`src/rtl/lcd_write_arbiter.sv`:
```
// lcd_write_arbiter: round-robin, message-granular sharing of one LCD byte write port
//   clock, reset       : clock and asynchronous active-high reset
//   i_req_valid/last   : per-requester byte valid and end-of-message flag
//   i_req_data         : requester i byte on [8i+7:8i]
//   o_req_ready        : byte accepted when valid && ready (owner only, STREAM only)
//   o_write_en/o_data  : one-cycle LCD write strobe and its byte
//   o_grant/o_owner_id : one-hot current owner / index of current or most recent owner
//   o_busy             : high whenever the arbiter is not idle
//   o_timeout_evt      : one-cycle pulse on forced release of a silent owner
module lcd_write_arbiter #(
    parameter int NREQ         = 3,
    parameter int MIN_GAP      = 2,
    parameter int TIMEOUT      = 1024,
    parameter int CR_ON_SWITCH = 1,
    localparam int IW = (NREQ > 1) ? $clog2(NREQ) : 1,
    localparam int TW = $clog2(TIMEOUT + 1)
) (
    input  logic              clock,
    input  logic              reset,
    input  logic [NREQ-1:0]   i_req_valid,
    input  logic [8*NREQ-1:0] i_req_data,
    input  logic [NREQ-1:0]   i_req_last,
    output logic [NREQ-1:0]   o_req_ready,
    output logic              o_write_en,
    output logic [7:0]        o_data,
    output logic [NREQ-1:0]   o_grant,
    output logic [IW-1:0]     o_owner_id,
    output logic              o_busy,
    output logic              o_timeout_evt
);
    typedef enum logic [1:0] {IDLE, PREFIX, STREAM, GAP} state_t;
    state_t          r_state;
    logic [NREQ-1:0] r_grant;
    logic [IW-1:0]   r_owner_id, r_rr_ptr, r_last_owner;
    logic            r_last_valid, r_release, r_write_en, r_busy, r_timeout_evt;
    logic [7:0]      r_data;
    logic [3:0]      r_gap_cnt;
    logic [TW-1:0]   r_to_cnt;
    logic            w_any, w_own_valid, w_own_last;
    logic [IW-1:0]   w_winner, w_next_ptr;
    logic [7:0]      w_own_data;
    assign w_own_valid   = i_req_valid[r_owner_id];
    assign w_own_last    = i_req_last[r_owner_id];
    assign w_own_data    = i_req_data[{r_owner_id, 3'b000} +: 8];
    assign w_next_ptr    = (int'(r_owner_id) == NREQ - 1) ? '0 : r_owner_id + IW'(1);
    assign o_req_ready   = (r_state == STREAM) ? r_grant : '0;
    assign o_write_en    = r_write_en;
    assign o_data        = r_data;
    assign o_grant       = r_grant;
    assign o_owner_id    = r_owner_id;
    assign o_busy        = r_busy;
    assign o_timeout_evt = r_timeout_evt;
    // Scan downward so the last hit is the nearest set bit at or after rr_ptr.
    always_comb begin
        w_any    = 1'b0;
        w_winner = '0;
        for (int k = NREQ - 1; k >= 0; k--) begin
            if (i_req_valid[(int'(r_rr_ptr) + k) % NREQ]) begin
                w_any    = 1'b1;
                w_winner = IW'((int'(r_rr_ptr) + k) % NREQ);
            end
        end
    end
    always_ff @(posedge clock or posedge reset) begin
        if (reset) begin
            r_state       <= IDLE;
            r_grant       <= '0;
            r_owner_id    <= '0;
            r_rr_ptr      <= '0;
            r_last_owner  <= '0;
            r_last_valid  <= 1'b0;
            r_release     <= 1'b0;
            r_write_en    <= 1'b0;
            r_busy        <= 1'b0;
            r_timeout_evt <= 1'b0;
            r_data        <= 8'h00;
            r_gap_cnt     <= '0;
            r_to_cnt      <= '0;
        end else begin
            r_write_en    <= 1'b0;
            r_timeout_evt <= 1'b0;
            case (r_state)
                IDLE: begin
                    if (w_any) begin
                        r_grant    <= NREQ'(1) << w_winner;
                        r_owner_id <= w_winner;
                        r_busy     <= 1'b1;
                        r_release  <= 1'b0;
                        r_to_cnt   <= '0;
                        r_state    <= (CR_ON_SWITCH != 0 && (!r_last_valid || w_winner != r_last_owner))
                                      ? PREFIX : STREAM;
                    end
                end
                PREFIX: begin
                    r_write_en   <= 1'b1;
                    r_data       <= 8'h0D;
                    r_last_owner <= r_owner_id;
                    r_last_valid <= 1'b1;
                    r_gap_cnt    <= 4'(MIN_GAP);
                    r_state      <= (MIN_GAP == 0) ? STREAM : GAP;
                end
                STREAM: begin
                    if (w_own_valid) begin
                        r_to_cnt   <= '0;
                        r_write_en <= 1'b1;
                        r_data     <= w_own_data;
                        if (MIN_GAP != 0) begin
                            r_gap_cnt <= 4'(MIN_GAP);
                            r_release <= w_own_last;
                            r_state   <= GAP;
                        end else if (w_own_last) begin
                            r_grant  <= '0;
                            r_busy   <= 1'b0;
                            r_rr_ptr <= w_next_ptr;
                            r_state  <= IDLE;
                        end
                    end else if (r_to_cnt == TW'(TIMEOUT - 1)) begin
                        // Silent owner: release without emitting anything; last_owner is kept.
                        r_timeout_evt <= 1'b1;
                        r_grant       <= '0;
                        r_busy        <= 1'b0;
                        r_rr_ptr      <= w_next_ptr;
                        r_state       <= IDLE;
                    end else begin
                        r_to_cnt <= r_to_cnt + TW'(1);
                    end
                end
                GAP: begin
                    // Entered on the strobe cycle, so MIN_GAP further cycles pass before ready returns.
                    if (r_gap_cnt != 4'd0) begin
                        r_gap_cnt <= r_gap_cnt - 4'd1;
                    end else if (r_release) begin
                        r_release <= 1'b0;
                        r_grant   <= '0;
                        r_busy    <= 1'b0;
                        r_rr_ptr  <= w_next_ptr;
                        r_state   <= IDLE;
                    end else begin
                        r_state <= STREAM;
                    end
                end
                default: r_state <= IDLE;
            endcase
        end
    end
endmodule

```
`config.mk`:
```
export PLATFORM = sky130hd
export DESIGN_NAME = lcd_write_arbiter
export DESIGN_NICKNAME = d
export VERILOG_FILES = /design/src/rtl/lcd_write_arbiter.sv
export SDC_FILE = /design/constraint.sdc
export NUM_CORES = 1
export LEC_CHECK = 0
export ABC_CLOCK_PERIOD_IN_PS = 3400
export CAP_MARGIN = 20
export CORE_UTILIZATION = 53
export DETAILED_ROUTE_END_ITERATION = 12
export PLACE_DENSITY = 0.91
export SLEW_MARGIN = 10
export SYNTH_ARGS = -nofsm -noshare
export SYNTH_HDL_FRONTEND = slang
export SYNTH_SLANG_ARGS = --single-unit
```
`constraint.sdc`:
```
create_clock -name clock -period 3.4 [get_ports clock]
set_input_delay 0.68 -clock clock [delete_from_list [all_inputs] [get_ports clock]]
set_output_delay 0.68 -clock clock [all_outputs]
set_load 0.03 [all_outputs]
```
# [Word level (Yosys, flattened, before mapping)]
# Cells that the tools add are included.
# Widths: inputs -> output; s select.
[word_totals] regBits=39 latch_bits=0 ramBits=0 romBits=0 in_bits=32 out_inout_bits=19 word_cells=122 n_memories=0
[classes] addsub=5 n_mul=0 div=3 magnitude_cmp=4 n_eq_ne=15 shift=2 muxes=63 bitwise_logic=0 n_reduce_logical=17
[ops] operator="$lt 32x4->1 const B" n=3
[ops] operator="$mod 32x3->32 const B" n=2
[ops] operator="$mux 11" n=3
[ops] operator="$mod 3x3->32 const B" n=1
[ops] operator="$mux 2" n=14
[ops] operator="$shiftx 24x6->8" n=1
[ops] operator="$mux 1" n=23
[ops] operator="$pmux 11 s2" n=1
[ops] operator="$mux 3" n=6
[ops] operator="$pmux 8 s2" n=1
[ops] operator="$ne 2x2->1 const B" n=6
[ops] operator="$pmux 4 s3" n=1
[ops] operator="$add 11x1->11 const B" n=1
[ops] operator="$eq 11x10->1 const B" n=1
[ops] operator="$bmux 1 s2" n=5
[ops] operator="$pmux 3 s3" n=1
[ops] operator="$reduce_and 3->1" n=3
[ops] operator="$mux 4" n=2
[ops] operator="$mux 8" n=1
[ops] operator="$pmux 2 s4" n=1
[ops] operator="$eq 2x2->1 const B" n=3
[ops] operator="$pmux 1 s3" n=2
[ops] operator="$reduce_and 6->1" n=1
[ops] operator="$reduce_bool 2->1" n=3
[ops] operator="21 further kinds" n=23

# [Depth between registers and ports, before layout]
# Gate-level depths: netlist of run 1.
[logic_depth] depth_word=13 ltp_mapped=10 depth_no_buf=8

# [Worst setup path after synthesis of run 1]
# Ideal clock, no wire load.
[synth_timing] path_kind="reg-to-reg" startpoint="reg r_rr_ptr[1]" endpoint="reg r_busy (netlist: o_busy)" setup_ps=125 t_arrival_ps=2102 required_ps=3275 setup_slack_ps=1173 path_stages_with_launch=9 path_buffers=1 synth_period_minus_slack_ps=2227 path_cell_list="dfrtp_1 > inv_1 > ha_1 > buf_6 > o221ai_1 > a21oi_2 > or2_1 > nor4_4 > mux2_2"
[synth_between] elab_chain_len=10 word_cells_on_any_way=19 cone_classes="add/sub: 2; div: 3; eq/ne: 1; mux: 12; reduce/logical: 1"
[synth_rtl] item="from (decl)" line_no="34" rtl="logic [IW-1:0] r_owner_id, r_rr_ptr, r_last_owner;"
[synth_rtl] item="from (signal assigned)" line_no="114" rtl="r_rr_ptr <= w_next_ptr;"
[synth_rtl] item="from (signal assigned)" line_no="122" rtl="r_rr_ptr <= w_next_ptr;"
[synth_rtl] item="from (signal assigned)" line_no="136" rtl="r_rr_ptr <= w_next_ptr;"
[synth_rtl] item="$add 2x2->3" line_no="58" rtl="if (i_req_valid[(int'(r_rr_ptr) + k) % NREQ]) begin"
[synth_rtl] item="$mod 32x3->32" line_no="58"
[synth_rtl] item="$bmux 1 s2" line_no="58"
[synth_rtl] item="$mux 1 (implied by the code) (2 in a row)" line_no="58"
[synth_rtl] item="$mux 1 (2 in a row)" line_no="58"
[synth_rtl] item="$mux 1 *" line_no="58"
[synth_rtl] item="$ne 2x2->1 (no line) *"
[synth_rtl] item="$reduce_and 6->1 (no line) *"
[synth_rtl] item="to (signal assigned)" line_no="74" rtl="r_busy <= 1'b0;"
[synth_rtl] item="to (signal assigned)" line_no="87" rtl="r_busy <= 1'b1;"
[synth_rtl] item="to (signal assigned)" line_no="113" rtl="r_busy <= 1'b0;"
[synth_rtl] item="to (decl)" line_no="35" rtl="logic r_last_valid, r_release, r_write_en, r_busy, r_timeout_evt;"
# Every way passes the cells marked *; elsewhere a longest branch is shown, timed or not. The select of a mux whose other input is x is not followed.
# A chain may end at the register's enable or synchronous reset.

# [Worst setup path in the final report of run 1]
[layout_timing] startpoint="reg r_state[0]" endpoint="out o_req_ready[0]"
[layout_between] elab_chain_len=2
[layout_rtl] item="from (decl)" line_no="32" rtl="state_t r_state;"
[layout_rtl] item="from (signal assigned)" line_no="90" rtl="r_state <= (CR_ON_SWITCH != 0 && (!r_last_valid || w_winner != r_last_owner))"
[layout_rtl] item="from (signal assigned)" line_no="100" rtl="r_state <= (MIN_GAP == 0) ? STREAM : GAP;"
[layout_rtl] item="$eq 2x2->1" line_no="46" rtl="assign o_req_ready = (r_state == STREAM) ? r_grant : '0;"
[layout_rtl] item="$mux 3" line_no="46"
[layout_rtl] item="to (decl)" line_no="23" rtl="output logic [NREQ-1:0] o_req_ready,"
# No other way between the ends.

==> results of run 1 <==
per-stage QoR:
step | hold WS [ns] | cell area, um2
after CTS | 0.498 | 3010
final | 0.507 | 3010
after floorplan | 0.436 | 2390
after detailed placement | 0.476 | 2930
after global placement | 0.452 | 2930
after global routing | 0.527 | 3010
routing by layer:
layer	up-vias	track usage	wire length (um)
met3	16	0.0556	221
met2	58	0.394	2740
li1	1008	-	-
met1	1019	0.307	2360
met5	-	0	0
met4	0	0.120	138
cell type report:
type	instances	area, um2	area share
inverters	12	45.0	0.0150
well taps	52	65.1	0.0216
clock buffers	6	72.6	0.0241
multi-input cells	194	1310	0.435
flip-flops and latches	39	976	0.325
repair buffers	55	538	0.179
power by group:
part           leakage (uW)  total (uW)  switching, uW  internal (uW)
sequential         0.000502         735            129            605
combinational      0.000749        1570            890            683
clock             0.0000371         286            149            137
total               0.00129        2590           1170           1430
worst reg2reg max path: stages, from the launching register on:
cell     delay, ns
dfrtp_1       0.42
inv_1         0.08
ha_1          0.38
a22o_1        0.22
a211o_1       0.15
a21oi_2       0.09
or2_1         0.30
nor4_4        0.41
mux2_2        0.38
worst max-delay path by stage:
stage / startpoint / to / slack (ns) / cells after the start
6_report: r_state[0]$_DFFE_PP0P_ / o_req_ready[0] / 0.58 / 4
5_1_grt: r_state[0]$_DFFE_PP0P_ / o_req_ready[0] / 0.49 / 4
4_1_cts: r_state[0]$_DFFE_PP0P_ / o_req_ready[0] / 0.58 / 4
3_5_place_dp: i_req_valid[2] / o_grant[0]$_DFFE_PP0P_ / 0.42 / 7
3_3_place_gp: i_req_valid[2] / o_busy$_DFFE_PP0P_ / 0.52 / 7
2_1_floorplan: r_rr_ptr[1]$_DFFE_PP0P_ / o_busy$_DFFE_PP0P_ / 1.17 / 8
state kept, by name, indices dropped and copies added, names as in the netlist, 2 cells and up:
signal / flops
r_to_cnt: 11
o_data: 8
r_gap_cnt: 4
o_grant: 3
o_owner_id: 2
r_last_owner: 2
r_rr_ptr: 2
r_state: 2
synthesized netlist by cell type, types with 2 or more instances:
cell type  number
dfrtp_1        39
nor2_1         27
nand2_1        20
a21oi_1        18
o21ai_0        18
mux2i_1        15
inv_1          12
ha_1           10
clkbuf_1        8
mux2_2          7
nand3_1         7
a22o_1          6
nor2b_1         6
and2_1          5
a31oi_1         4
o21a_1          4
nand2b_1        3
nand3b_1        3
a41oi_1         2
and3_1          2
buf_2           2
nand4_1         2
nand4b_1        2
nor3b_1         2
o31ai_1         2
or2_2           2
xnor2_1         2
xor2_1          2
kinds of logic (layout without fill, tap and decap cells):
group	after synthesis	in the layout
compound gates	69	69
xor+xnor	4	4
fa+ha+maj	10	10
buf+inv	25	73
flops	39	39
mux	22	22
simple gates	89	89
==> results.md, run 1 <==
- RSZ-0062 raised after global routing: false
- Final std cells w/o fill: 358
- Post-CTS Setup Bufs: 0
- Routed WL: about 5.5 mm
- Power density over the cells: roughly 860 nW/um2
- Cell family with most CP delay: buffers and inverters
- Antenna-violating nets left: 0
- Worst reg2reg path depth: 8
- Status: completed
- # rows: 24
- Worst-path maximum fanout: 14
- CP Launch Type: register
- GRT Total Usage: 0.244
- Vias in the first global route: 2,115
- Post-placement setup slack: 0.422 ns
- Placer congestion estimate: 0.864
- Crit path kind: register to primary output
- Post-synthesis simple-gate area fraction: 0.195
- Hold path endpoint: r_last_valid$_DFFE_PP0P_
- Setup WS post-layout: 0.585 ns
- Reg clk slew, reported paths: 0.08 ns
- Setup violators final: 0
- # fillers: around 340
- DRC viols: 0
- Total core area: approximately 4400 um2
- TritonCTS Buffers: 5
- R2r startpoint: r_rr_ptr[1]$_DFFE_PP0P_
- Number of max-cap violations: 0
- Average footprint of a synthesized cell: approximately 9.3 um2
- Largest cells by area after synthesis: dfrtp_1 (41%), mux2i_1 (6.3%), ha_1 (5.2%)
- CTS sink cnt: 39
- Element type at the critical path end: primary output
- Area leader, netlist: dfrtp_1
- R2r endpoint: o_busy$_DFFE_PP0P_
- WP data arrival: 2.14 ns
- Slowest cell on the critical path: clkdlybuf4s50_1
- GR Overflow Total: 0
- Initial antenna violation count: 0
- # diodes: 0
- Die Span X: 69.2 um
- Worst-Margin Slew: 0.607 ns
- Worst hold start: r_last_valid$_DFFE_PP0P_
- Starting Density: 0.549
- Hold buffer count at CTS: 0
- Fin crit share: 0.828
- WL/cell: 15.3 um
- Synth Area in Compound Gates: 0.190
- CTS tree: yes
- CTS-repair resized insts: 0
- Sum Neg Setup Slack: 0 ns
- Number of buffers and inverters on the critical path: 2
- Level count of the clock H-tree: 2
- Leak pwr: between 0.001 and 0.0015 uW
- Synth Area in Adders: 0.0524
- CTS Buffer Depth: 2
- Iter 0 DRT Violations: 148
- Die area: 4780 um2
- Fin util: 0.690
- EDFF count, synth: 0
- Most common cell after layout, fill and taps aside: clkdlybuf4s50_1
- Worst EP required: around 2.7 ns
- P&R area growth vs syn: 25.8%
- PortBufs: 50
- Power, Total: about 2600 uW
- Final HPWL DP: 4.07 mm
- Main combinational cell family by area after synthesis: simple AND/OR/NAND/NOR gates
- Crit path time final: 2.82 ns
- Syn. warnings: 0
- XOR/XNOR Fraction of Synth Area: 0.0147
- Slew Viols, Final: 0
- Max_slew headroom: 0.595
- Worst path cell trace: inv_1, ha_1, and2_1, clkdlybuf4s50_1
- Final Hold Vio Count: 0
- I/O pin count: 51
- Tightest Hold Check Type: register to register
- Final clock skew: 0.0111 ns
- Post-synth top area share: 0.408
- Post-synthesis sequential element count: 39
- Clock root buffer master: clkbuf_8
- Skew-Pair Late Insertion Delay: 0.29 ns
- Mux share of post-synthesis cell area: 0.0958
- Cell variety after synth: 54
- Pre-antenna DRT Iters: 4
- Layout cell share with drive strength beyond 1: 0.0850
- # placed instances: ~350
- R2R setup slack: 0.86 ns
- Syn Inst Count: between 200 and 300
- Nets: between 300 and 400
- Post-synth design cell area: 2390 um2
- First-pass GRT wire length: around 9.5 mm
- Cells on Worst Hold Path: 1
- Slowest stage delay, CP: 0.66 ns
- Vias/cell: around 5.9
- Async set-reset flop share out of synthesis: 1.00
- Largest net degree at the start of global routing: 20
- Most frequent cells in the layout: clkdlybuf4s50_1 (50), dfrtp_1 (39), nor2_1 (27), nand2_1 (20)
- Fmax: 355 MHz
- Post-synthesis sequential area ratio: 0.408
- Top FF cell, synth: dfrtp_1
- Max VDD drop: roughly 0.00055 V
- Syn nets: 300
- Via count of the routed design: between 2,000 and 2,500
- DIE HEIGHT: 69.2 um
(Power assumes the default switching activity.)
==> run 2, diff against run 1 <==
ABC_CLOCK_PERIOD_IN_PS = 2700   (was 3400)
CORE_UTILIZATION = 51   (was 53)
PLACE_DENSITY = 0.88   (was 0.91)
clock period = 2.7 ns   (was 3.4 ns; I/O delays follow)
==> run 2 against run 1 <==
  * Critical path type is now input port to register
  * Utilization grew 0.45 points
  * Die area grew 3.8%
  * Flip-flop and latch count is the same
  * Worst hold slack lost 0.024 ns
  * Routed wire length grew 4.0%
  * Largest cell class unchanged
  * Global-route usage is essentially flat
==> results.md, run 2 (synthesized netlist as in run 1, its figures left out) <==
- Vias in the first global route: 2,051
- Routed WL: between 5 and 6 mm
- Layout cell share with drive strength beyond 1: 0.108
- Final Hold Vio Count: 0
- TritonCTS Buffers: 5
- Status: completed
- Iter 0 DRT Violations: 199
- DIE HEIGHT: 70.5 um
- CP Launch Type: input port
- Max_slew headroom: 0.610
- Power density over the cells: 1100 nW/um2
- Nets: 356
- Final instance area: ~3100 um2
- Final clock skew: 0.00645 ns
- Leak pwr: 0.00133 uW
- P&R area growth vs syn: 28.3%
- Max VDD drop: between 0.0006 and 0.0007 V
- Most frequent cells in the layout: clkdlybuf4s50_1 (50), dfrtp_1 (39), nor2_1 (27), nand2_1 (20)
- GRT Total Usage: 0.244
- Starting Density: 0.541
- Antenna-violating nets left: 0
- Setup WS post-layout: 0.287 ns
- Slew Viols, Final: 0
- CTS-repair resized insts: 0
- CTS tree: yes
- Post-CTS Setup Bufs: 0
- GR Overflow Total: 0
- Largest net degree at the start of global routing: 40
- RSZ-0062 raised after global routing: false
- Crit path kind: input port to register
- Total core area: roughly 4400 um2
- CTS Buffer Depth: 2
- # diodes: 0
- Via count of the routed design: 2,107
- First-pass GRT wire length: 9.56 mm
- Skew-Pair Late Insertion Delay: 0.29 ns
- Worst-Margin Slew: 0.579 ns
- CTS sink cnt: 39
- Worst EP required: approximately 2.9 ns
- Element type at the critical path end: register
- Fmax: 414 MHz
- Die Span X: 70.5 um
- Number of max-cap violations: 0
- WP data arrival: 2.60 ns
- Max reg flops: 11
- DRC viols: 0
- Vias/cell: 5.74
- Worst-path maximum fanout: 6
- Final HPWL DP: 4.16 mm
- Placed inst area: roughly 3000 um2
- Hold buffer count at CTS: 0
- PortBufs: 50
- Placer congestion estimate: between 0.8 and 0.9
- Level count of the clock H-tree: 2
- Pre-antenna DRT Iters: 4
- Setup violators final: 0
- Initial antenna violation count: 0
- WL/cell: 15.5 um
- Reg clk slew, reported paths: 0.07 ns
- Clock root buffer master: clkbuf_8
- Fin crit share: 0.894
- Most common cell after layout, fill and taps aside: clkdlybuf4s50_1
- Post-placement setup slack: -0.0207 ns
- Top reg by flops: r_to_cnt
- Crit path time final: roughly 2.4 ns
- Tightest Hold Check Type: register to register
- I/O pin count: 51
- Die area: 4960 um2
- # rows: 24
- Sum Neg Setup Slack: 0 ns
-- run 2: path summary, 6_finish.rpt --
kind                                           from                     endpoint  slack [ns]  depth (start not counted)
setup / recovery                     i_req_valid[1]       o_grant[0]$_DFFE_PP0P_        0.29                          7
hold / removal             r_last_valid$_DFFE_PP0P_     r_last_valid$_DFFE_PP0P_        0.48                          1
setup reg to reg            r_rr_ptr[1]$_DFFE_PP0P_       o_grant[0]$_DFFE_PP0P_        0.29                          8
hold reg to reg            r_last_valid$_DFFE_PP0P_     r_last_valid$_DFFE_PP0P_        0.48                          1
max in group asynchronous                     reset  r_last_owner[0]$_DFFE_PP0P_        1.70                          3
min in group asynchronous                     reset      r_to_cnt[1]$_DFFE_PP0P_        0.66                          3
-- run 2: report_power, final --
group	leakage [uW]	internal (uW)	switching, uW
combinational	0.000786	925	1180
clock	0.0000422	181	204
sequential	0.000502	763	129
total	0.00133	1870	1520
-- run 2: cell type report --
type                            instances  area [um2]
Fill cell                             351        1350
Multi-Input combinational cell        194        1310
Sequential cell                        39         976
Timing Repair Buffer                   62         591
Clock buffer                            7        76.3
Tap cell                               52        65.1
Inverter                               12        45.0
Clock inverter                          1        5.00
-- run 2: per-stage QoR --
step / instances / total power, uW / hold slack, ns / util
after floorplan: 258 / 2350 / 0.436 / -
after global placement: 359 / 2910 / 0.461 / 0.676
after detailed placement: 359 / 2990 / 0.466 / 0.676
after CTS: 367 / 3380 / 0.487 / 0.695
after global routing: 367 / 3620 / 0.489 / 0.695
final: 367 / 3380 / 0.483 / 0.695
-- run 2: layer usage --
metal	vias up	wire, um	GRT usage	part of all wire
li1	1025	-	-	-
met1	1011	2570	0.313	0.45
met2	60	2800	0.413	0.49
met3	11	236	0.0462	0.042
met4	0	79	0.0800	0.014
met5	-	0	0	0
-- run 2: critical path: stages --
cell and delay (ns):
clkdlybuf4s50_1 0.59, inv_1 0.09, o221ai_1 0.27, a21oi_2 0.10, or2_1 0.30, nor4_4 0.33
mux2_2 0.37
==> run 3, diff against run 2 <==
CORE_MARGIN = 4   (was unset)
==> run 3 against run 2 <==
  * Global-route usage fell by 4.4 points
  * Critical endpoint is now o_busy$_DFFE_PP0P_
  * Final cell count did not move
  * Final area rose by 1.2%
  * Largest cell class unchanged
  * Utilization rose by 0.35 points
  * Flip-flop and latch count did not move
==> results.md, run 3 (synthesized netlist as in run 1, its figures left out) <==
- RSZ-0062 raised after global routing: false
- Final HPWL DP: 4.25 mm
- Initial antenna violation count: 0
- # rows: 24
- Hold buffer count at CTS: 0
- Reg clk slew, reported paths: 0.08 ns
- GR Overflow Total: 0
- DRC viols: 0
- Hold path endpoint: o_data[1]$_DFFE_PP0P_
- Slew Viols, Final: 0
- DIE HEIGHT: between 70 and 80 um
- Max_slew headroom: 0.596
- # diodes: 0
- Register area: 976 um2
- Power, Total: ~3500 uW
- Die Span X: about 76 um
- Post-CTS Setup Bufs: 0
- Crit path kind: register to register
- Fin crit share: 0.896
- I/O pin count: ~50
- Vias in the first global route: slightly above 2,000
- Element type at the critical path end: register
- CTS tree: yes
- Worst reg2reg path depth: 8
- Setup violators final: 0
- Starting Density: 0.538
- Final Hold Vio Count: 0
- Most common cell after layout, fill and taps aside: clkdlybuf4s50_1
- Worst hold start: o_data[1]$_DFFE_PP0P_
- Crit path time final: between 2 and 2.5 ns
- Number of max-cap violations: 0
- # fillers: 371
- Leak pwr: about 0.0013 uW
- Worst EP required: roughly 2.9 ns
- Tightest Hold Check Type: register to register
- Max VDD drop: 0.000602 V
- WL/cell: 15.3 um
- Worst-path maximum fanout: 11
- TritonCTS Buffers: 5
- Largest net degree at the start of global routing: 40
- CP Launch Type: register
- GRT Total Usage: 0.200
- CTS sink cnt: 39
- Top reg by flops: r_to_cnt
- Routed WL: about 5.6 mm
- Layout cell share with drive strength beyond 1: 0.114
- Sum Neg Setup Slack: 0 ns
- Most frequent cells in the layout: clkdlybuf4s50_1 (50), dfrtp_1 (39), nor2_1 (27), nand2_1 (20)
- Final clock skew: 0.00846 ns
- Skew-Pair Late Insertion Delay: 0.30 ns
- CTS-repair resized insts: 0
- WP data arrival: 2.61 ns
- Via count of the routed design: 2,125
- Nets: 356
- Pre-antenna DRT Iters: 4
- Worst-Margin Slew: 0.600 ns
- Level count of the clock H-tree: 2
- P&R area growth vs syn: 29.8%
- Antenna-violating nets left: 0
- Total core area: 4440 um2
- Area of the multi-input gates: ~1300 um2
- R2R setup slack: 0.28 ns
- Iter 0 DRT Violations: 180
- R2r startpoint: r_rr_ptr[1]$_DFFE_PP0P_
- First-pass GRT wire length: 9.51 mm
- Cells on Worst Hold Path: 1
- Die area: 5850 um2
- Max reg flops: 11
- PortBufs: 50
- Status: completed
- Fmax: approximately 410 MHz
- CTS Buffer Depth: 2
- Vias/cell: 5.79
- Placer congestion estimate: 0.856
- Clock root buffer master: clkbuf_8
- R2r endpoint: o_busy$_DFFE_PP0P_
- Power density over the cells: 1130 nW/um2
-- run 3: cell types whose count changed in the layout (fill, tap and decap cells not counted) --
cell / previous run / this run
bufinv_16: 0 / 1
clkbuf_8: 5 / 6
clkbuf_1: 2 / 0
-- run 3: final cells by class --
cell class | instances | area share
timing repair buffer | 62 | 0.190
inverter | 12 | 0.0145
clock inverter | 2 | 0.0113
sequential | 39 | 0.315
tap | 52 | 0.0210
multi-input combinational | 194 | 0.422
clock buffer | 6 | 0.0266
-- run 3: metal layers --
layer,part of all wire,GRT usage
met4,0.025,0.0833
met1,0.44,0.246
met3,0.044,0.0449
met5,0,0
met2,0.49,0.338
-- run 3: worst max-delay path by stage --
stage	cells past startpoint	to	slack, ns	from
after global placement	7	o_grant[0]$_DFFE_PP0P_	0.09	i_req_valid[2]
after floorplan	8	o_busy$_DFFE_PP0P_	0.47	r_rr_ptr[1]$_DFFE_PP0P_
after CTS	8	o_busy$_DFFE_PP0P_	0.29	r_rr_ptr[1]$_DFFE_PP0P_
after global routing	8	o_busy$_DFFE_PP0P_	0.09	r_rr_ptr[1]$_DFFE_PP0P_
final	8	o_busy$_DFFE_PP0P_	0.28	r_rr_ptr[1]$_DFFE_PP0P_
after detailed placement	7	o_busy$_DFFE_PP0P_	-0.003	i_req_valid[1]
-- run 3: critical path: stages (launching register included) --
cell and delay (ns):
dfrtp_1 0.43, inv_1 0.07, ha_1 0.37, mux2i_1 0.19, o211ai_2 0.18, a21oi_2 0.06, or2_1 0.29, nor4_4 0.33
mux2_2 0.38
-- run 3: report_power, final --
group	switching, uW	internal [uW]
sequential	135	763
combinational	1160	942
clock	207	299
-- run 3: metrics by stage --
step / worst slack (ns) / utilization / cell area, um2 / hold WS, ns / std cells
3_3_place_gp: 0.0904 / 0.672 / 2990 / 0.464 / 359
3_5_place_dp: -0.00262 / 0.672 / 2990 / 0.483 / 359
6_report: 0.280 / 0.698 / 3100 / 0.506 / 367
4_1_cts: 0.288 / 0.698 / 3100 / 0.505 / 367
5_1_grt: 0.0939 / 0.698 / 3100 / 0.508 / 367
2_1_floorplan: 0.473 / - / 2390 / 0.436 / 258
==> edit (config.mk and constraints of run 1) <==
Encoding of `state_t`: now Gray code (2 bits for 4 states).
--- a/src/rtl/lcd_write_arbiter.sv
+++ b/src/rtl/lcd_write_arbiter.sv
@@ -28,7 +28,7 @@
     output logic              o_busy,
     output logic              o_timeout_evt
 );
-    typedef enum logic [1:0] {IDLE, PREFIX, STREAM, GAP} state_t;
+    typedef enum logic [1:0] {IDLE = 2'b00, PREFIX = 2'b01, STREAM = 2'b11, GAP = 2'b10} state_t;
     state_t          r_state;
     logic [NREQ-1:0] r_grant;
     logic [IW-1:0]   r_owner_id, r_rr_ptr, r_last_owner;
Function: no difference found for any inputs over 4 cycles, from zero or initial values and one cycle with reset high; so few cycles prove little.
==> edit against run 1 <==
  * Critical path depth down 1
  * Count of clock-buffer cells in the layout unchanged
  * Sequential share of layout area down 0.47 points
  * Wire length up 12%
  * Final area up 1.5%
  * Worst setup slack worse by 0.027 ns
  * Utilization up 1.0 points
  * Largest cell class unchanged
  * Area after synthesis up 0.31%
  * Maximum frequency down 0.97%
  * Total power up 7.6%
  * Sequential cell count unchanged
==> edit: results (changes against run 1) <==
- Status: finished clean
- Initial DRT Pass Iterations: 5 (+1)
- 1st-iter DRT viols: 201 (+36%)
- Hold WS: 0.470 ns (-0.0370 ns)
- WL/cell: 16.7 µm (+9.5%)
- First-pass GRT wire length: 10.4 mm (+10%)
- Synth cell types: 51 (-5.6%)
- Vias in the first global route: 2288 (+8.2%)
- Leakage: 0.00135 µW (+5.0%)
- FILL cells: 312 (-8.8%)
- Final GP Congestion: 0.933 (+8.1%)
- Slew @ Worst Pin: 0.639 ns (+0.0314 ns)
- Largest net degree at the start of global routing: 40 (+100%)
- VDD IR-drop max: 0.000493 V (-11%)
- Largest family of logic cells by synthesized area: compound AO/OA/AOI/OAI gates
- Adder-cell area share of the yosys netlist: 0.0574 (+0.00506)
- Share of cells above drive strength 1: 0.0828 (-0.00216)
- Layout Nets: 356 (+2.0%)
- Top cells by count, synth: dfrtp_1, nor2_1, o21ai_0, nand2_1, inv_1
- Mux contribution to synthesized area: 0.0830 (-0.0128)
- Placed cell area: 2930 µm² (about the same)
- Via Count: 2217 (+5.5%)
- Post-synthesis sequential area ratio: 0.407 (-0.00128)
- Post-place setup slack: 0.352 ns (-0.0706 ns)
- Tot GR Track Use: 0.276 (+0.0320)
- Worst reg-to-reg setup slack: 0.74 ns (-0.12 ns)
- Critical Path AT: 2.16 ns (+0.02 ns)
- Skew final: 0.00814 ns (-0.00300 ns)
- Ranking of synthesized cells by area: dfrtp_1, ha_1, mux2i_1, o21ai_0, nor2_1
- Post-layout min period: 2.84 ns (+0.0274 ns)
- Hpwl dp: 4.39 mm (+7.7%)
- Synth Area in XOR/XNOR: 0.0110 (-0.00370)
- Launch point of the worst path: r_state[1]$_DFFE_PP0P_
- Top cell type's share of synthesized area: 0.407 (-0.00128)
- Post-synthesis net count: 308 (+2.7%)
-- edit: worst paths after layout --
| path | end |
|---|---|
| hold reg to reg | r_last_valid$_DFFE_PP0P_ |
| setup / recovery | o_req_ready[0] |
| min in group asynchronous | r_to_cnt[7]$_DFFE_PP0P_ |
| hold / removal | r_last_valid$_DFFE_PP0P_ |
| setup reg to reg | r_state[1]$_DFFE_PP0P_ |
| max in group asynchronous | r_gap_cnt[1]$_DFFE_PP0P_ |
-- edit: critical path, cell delays in order (launching register included) --
cell	delay, ns
dfrtp_1	0.41
ha_1	0.56
and2_1	0.20
clkdlybuf4s50_1	0.68
-- edit: logic make-up after synthesis --
group	after synthesis
AND/OR/NAND/NOR	83
buffers and inverters	31
AO/OA/AOI/OAI	79
adder cells (fa/ha/maj)	11
XOR/XNOR	3
flip-flops	39
multiplexers	19
-- edit: routing by layer --
| layer | global-route usage | up-vias | share of wire |
|---|---|---|---|
| li1 | - | 1039 | - |
| met1 | 0.337 | 1075 | 0.42 |
| met2 | 0.451 | 83 | 0.50 |
| met3 | 0.0770 | 20 | 0.053 |
| met4 | 0.127 | 0 | 0.026 |
| met5 | 0 | - | 0 |
-- edit: power breakdown --
group,total (µW),internal [µW],switching (µW)
combinational,1640,657,980
clock,415,238,177
sequential,738,611,128
-- edit: layout make-up --
class                   count  area, µm²  area share
multi-input cells         195       1290       0.424
clock inverters             2       35.0      0.0115
clock buffers               6       82.6      0.0271
flip-flops and latches     39        976       0.320
repair buffers             54        531       0.174
inverters                  18       67.6      0.0222
well taps                  52       65.1      0.0213
